## config.mk

```make
export PLATFORM = sky130hd
export DESIGN_NAME = parity_stream
export DESIGN_NICKNAME = d
export VERILOG_FILES = /design/src/rtl/parity_pkg.sv /design/src/rtl/parity_tree.sv /design/src/rtl/parity_stream.sv
export SDC_FILE = /design/constraint.sdc
export NUM_CORES = 1
export LEC_CHECK = 0
export BUFFER_PORTS_ARGS = -buffer_cell sky130_fd_sc_hd__buf_2
export CAP_MARGIN = 20
export CORE_ASPECT_RATIO = 0.9
export CORE_MARGIN = 3
export CORE_UTILIZATION = 30
export DETAILED_ROUTE_END_ITERATION = 12
export PLACE_DENSITY_LB_ADDON = 0.08
export SETUP_SLACK_MARGIN = 0.05
export SKIP_LAST_GASP = 1
export SYNTH_ARGS = -nofsm -noshare
export SYNTH_HDL_FRONTEND = slang
export SYNTH_SLANG_ARGS = --single-unit
```

## constraint.sdc

```tcl
create_clock -name clk -period 2.6 [get_ports clk]
set_clock_uncertainty 0.1 [all_clocks]
set_input_delay 0.52 -clock clk [delete_from_list [all_inputs] [get_ports clk]]
set_output_delay 0.52 -clock clk [all_outputs]
set_load 0.02 [all_outputs]
```

## src/rtl/parity_pkg.sv

```systemverilog
// parity_pkg: parity sense constants and error counter width shared by parity_stream.
package parity_pkg;
    localparam bit PAR_EVEN = 1'b0;
    localparam bit PAR_ODD = 1'b1;
    localparam int ERR_CNT_W = 16;
endpackage

```

## src/rtl/parity_tree.sv

```systemverilog
// parity_tree: combinational XOR-reduce of a W-bit word.
module parity_tree #(
    parameter int W = 8
) (
    input  logic [W-1:0] d,
    output logic         p
);
    assign p = ^d;
endmodule

```

## src/rtl/parity_stream.sv

```systemverilog
// parity_stream: one-entry registered stream stage adding per-beat and per-packet parity with optional check.
// Defining PARITY_STREAM_ERR_CNT_EN adds a saturating err_cnt output counting flagged beats.
module parity_stream
    import parity_pkg::*;
#(
    parameter int DATA_W = 8,
    parameter bit ODD = PAR_EVEN
) (
    input  logic              clk,
    input  logic              rst_n,
    input  logic              s_valid,
    output logic              s_ready,
    input  logic [DATA_W-1:0] s_data,
    input  logic              s_last,
    input  logic              s_par,
    input  logic              chk_en,
    output logic              m_valid,
    input  logic              m_ready,
    output logic [DATA_W-1:0] m_data,
    output logic              m_last,
    output logic              m_par,
    output logic              m_pkt_par,
    output logic              m_err
`ifdef PARITY_STREAM_ERR_CNT_EN
    ,
    output logic [ERR_CNT_W-1:0] err_cnt
`endif
);
    logic p, acc, acc_nx, bit_par, err_nx, take;
    parity_tree #(.W(DATA_W)) u_tree (.d(s_data), .p(p));
    // Ready is forced high in reset so upstream never sees a stall from a stale output beat.
    assign s_ready = !rst_n || !m_valid || m_ready;
    assign take = s_valid && s_ready;
    assign acc_nx = acc ^ p;
    assign bit_par = p ^ ODD;
    assign err_nx = chk_en && (s_par != bit_par);
    always_ff @(posedge clk) begin
        if (!rst_n) begin
            m_valid <= 1'b0;
            m_data <= '0;
            m_last <= 1'b0;
            m_par <= 1'b0;
            m_pkt_par <= 1'b0;
            m_err <= 1'b0;
            acc <= 1'b0;
        end else if (take) begin
            m_valid <= 1'b1;
            m_data <= s_data;
            m_last <= s_last;
            m_par <= bit_par;
            m_pkt_par <= acc_nx ^ ODD;
            m_err <= err_nx;
            acc <= s_last ? 1'b0 : acc_nx;
        end else if (m_ready) begin
            m_valid <= 1'b0;
        end
    end
`ifdef PARITY_STREAM_ERR_CNT_EN
    always_ff @(posedge clk) begin
        if (!rst_n)
            err_cnt <= '0;
        else if (take && err_nx && err_cnt != '1)
            err_cnt <= err_cnt + ERR_CNT_W'(1);
    end
`endif
endmodule

```

Word level (Yosys, flattened, before mapping)
Index checks and enable logic that the tools add are counted.

cells by class
  eq/ne operators = 1
  muxes and demuxes = 3
  bitwise logic cells = 1
  reductions and logical operators = 8

operators by type and width
  kind                   count
  parity 8 bit           1
  two-way mux 1 bit      3
  logical AND 1 bit      2
  zero test 1 bit        2
  logical OR 1 bit       2
  nonzero test 2 bit     1
  inequality test 1 bit  1
  bitwise XOR 1 bit      1

word-level totals
  flip-flop bits (word level) = 14
  word-level logic and storage cells = 20

Depth between registers and ports, before layout
  depth in word-level cells = 5
  mapped depth = 6

Modules after synthesis
A second synthesis with hierarchy kept.

second synthesis, totals
  cell total of the unflattened synthesis = 70
  area, all modules = 668.1 µm²

by module, submodules not included
  module         instances  cells an instance  area each (µm²)  sequential area each (µm²)
  parity_stream  1          63                 606.8            280.3
  parity_tree    1          7                  61.3             0.0

Least setup slack after synthesis
No wires, ideal clock.

  kind = input to register
  start = in s_data[3]
  end = reg acc
  arrival time = 1.533 ns
  setup slack = 0.892 ns
  stages = 5
  cells stage by stage = xnor2_1 > xnor2_1 > xnor2_1 > or4_1 > a31oi_1

between the ends
  longest elaborated chain between the ends = 3

ends and longest elaborated chain
  what                  line                 text
  from (decl)           parity_stream.sv:13  input logic [DATA_W-1:0] s_data,
  parity 8 bit          parity_tree.sv:8     assign p = ^d;
  bitwise XOR 1 bit     parity_stream.sv:34  assign acc_nx = acc ^ p;
  two-way mux 1 bit     parity_stream.sv:53  acc <= s_last ? 1'b0 : acc_nx;
  to (signal assigned)  parity_stream.sv:53
  to (decl)             parity_stream.sv:29  logic p, acc, acc_nx, bit_par, err_nx, take;

Every way passes these cells.
A chain may end at the register's enable or synchronous reset.

Worst setup path after layout
  start = reg m_valid
  end = out s_ready

between the ends
  longest elaborated chain between the ends = 3

ends and longest elaborated chain
  what                           line                 text
  from (decl)                    parity_stream.sv:17  output logic m_valid,
  from (signal assigned)         parity_stream.sv:39  m_valid <= 1'b0;
  from (signal assigned)         parity_stream.sv:47  m_valid <= 1'b1;
  from (signal assigned)         parity_stream.sv:55  m_valid <= 1'b0;
  zero test 1 bit                parity_stream.sv:32  assign s_ready = !rst_n || !m_valid || m_ready;
  logical OR 1 bit (2 in a row)  parity_stream.sv:32
  to (decl)                      parity_stream.sv:12  output logic s_ready,

Every way passes these cells.

==> flow_summary.ini <==
[clock_tree]
cts_resized = 0
cts-root-buf = clkbuf_4
cts_htree_levels = 1
cts.sinks = 14
clkTransAtPathRegs_ns = 0.08
postCtsHoldBufs = 0
clock_latency_ns = 0.27
cts_tree = done
post_cts_buffers = 0
cts_buffer_depth = 2
cts_made_buffers = 3

[setup_path]
criticalPathCategory = flop to output pin
cp-start-kind = flop
r2r_start = m_valid
reg2reg_to = acc
end_kind = output pin
required_ns = 1.98
cp-endpoint = s_ready
critPathLaunch = m_valid
ff2ff_path_depth = 5
cp_data_arrival_time_ns = 1.03
rrSetupSlack_ns = 1.08
critPathMaxFanout = 3

[sta]
timing.final.ws_setup_ns = 0.952
fmax_mhz = 607
worst_pin_slew_ns = 0.442
report.final.slew_viol_count = 0
hold_viol_final = 0
max_slew_margin_pct = 70.3
setup_viol = 0
tns_ns = 0
finalCritPeriodShare_pct = 63.4
min_period_ns = 1.65
rsz0062_at_grt = no

[place]
place_area_um2 = 764
numPortBuffers = 28
place_congestion = 0.694
post-place-ws_ns = 0.673
post-dp-hpwl_um = 1040

[die]
die_h_um = 48.4
die_x_um = 53.1
core_area_um2 = 1770
io_pins = 29
start_util_pct = 33.8
dieArea_um2 = 2570
num_rows = 14

[final_layout]
design_area_um2 = 787
n_antenna_cell = 0
final_nets = 121
final_util_pct = 44.5
drive_gt1_share_pct = 30.8
syn2layout_area_growth_pct = 31.6

[power]
p_leak_nw = 0.358
vdd_drop_max_mv = 0.406
power_density_nw_per_um2 = 610
total_power_w = 0.000480

[synthesis]
synth.most_common_cell = nand2_1
netlist_area_um2 = 598
yosys.area.top_type = dfxtp_1
yosysSeqAreaShare_pct = 46.9
netlist.area_leader.share_pct = 46.9
yosys-top-cells-area = dfxtp_1 (47%), nand2_1 (14%), xnor2_1 (10%), a21oi_1 (8.4%), nand3_1 (2.5%)
synth_top_flop_cell = dfxtp_1
syn-num-nets = 90
async_reset_ff_share_pct = 0
ys_warn_count = 0
synth_edf_count = 0
ys_types = 18
syn_inst = 75
synthTopCellsByCount = nand2_1 (22), dfxtp_1 (14), a21oi_1 (10), xnor2_1 (7), nor2_1 (4)
ys_ff_latch = 14
avgSynthCellArea_um2 = 7.97

[global_routing]
grt-ovfl-total = 0
grt_pass1_vias = 543
grt_use_total_pct = 11.6
antenna_found_initial = 0
grt_pass1_wl_um = 2280
grt_start_max_net_pins = 15

[routing]
first_pass_iters = 3
drt-wirelength-per-cell_um = 10.8
wirelength_um = 1380
viasPerCell = 4.50
drt-initial-drc-count = 4
drc = 0
ant_nets = 0
dr_total_vias = 576

[outcome]
status = finished clean

[run]
cap_violations = 0

[hold_path]
hold_depth = 2
min_path_type = flop to flop
-- worst min-delay path by stage --
| stage | from | slack, ns | end |
|---|---|---|---|
| after floorplan | acc | 0.38 | acc |
| after global routing | m_data[1] | 0.37 | m_data[1] |
| after global placement | m_last | 0.34 | m_last |
| after CTS | m_data[1] | 0.36 | m_data[1] |
| final | m_data[0] | 0.35 | m_data[0] |
| after detailed placement | m_data[1] | 0.35 | m_data[1] |
-- power breakdown --
part           switching [W]  internal, W  total (W)
clock network      0.0000632    0.0000536   0.000117
logic              0.0000720    0.0000489   0.000121
registers         0.00000963     0.000233   0.000242
-- critical path, stage by stage, from the launching register on --
cell and delay [ns]:
dfxtp_1 0.34, nor2b_1 0.16, nand2_1 0.09, buf_2 0.16
-- stage by stage --
step	cells	hold slack (ns)
2_1_floorplan	75	0.381
3_3_place_gp	125	0.339
3_5_place_dp	125	0.345
4_1_cts	128	0.357
5_1_grt	128	0.369
6_report	128	0.353
-- per-layer routing --
metal,part of all wire [%],global-route usage (%),vias to the layer above
li1,-,-,310
met3,6.8,5.52,0
met2,45,19.0,15
met1,48,14.2,251
met4,0,1.28,0
met5,0,0,-
-- layout by cell type, fill, tap and decap left out, drive strengths merged --
master,synthesis,layout
xnor2,7,7
nand4bb,1,1
nand2,22,22
a211oi,1,1
a21oi,10,10
dfxtp,14,14
buf,1,29
nor2,4,4
a31oi,1,1
nor2b,1,1
and2,1,1
nand2b,1,1
inv,1,1
nand4,2,2
nand3,3,3
nand3b,1,1
or4,2,2
clkbuf,2,3
-- logic make-up after synthesis --
kind of cell | Yosys count | share of synthesized area [%]
simple gates | 38 | 29.7
flops | 14 | 46.9
xor+xnor | 7 | 10.3
compound gates | 12 | 10.7
buf+inv | 4 | 2.51
-- flip-flops by register name, indices dropped and copies added, names as in the netlist --
name       cells
acc            1
m_last         1
m_valid        1
m_par          1
m_data         8
m_pkt_par      1
m_err          1
-- cell type report --
type | instances | area, um^2
fillers | 204 | 982
multi-input cells | 57 | 303
flip-flops and latches | 14 | 280
repair buffers | 29 | 148
well taps | 24 | 30.0
clock buffers | 3 | 22.5
inverters | 1 | 3.75
(Power assumes the default switching activity.)
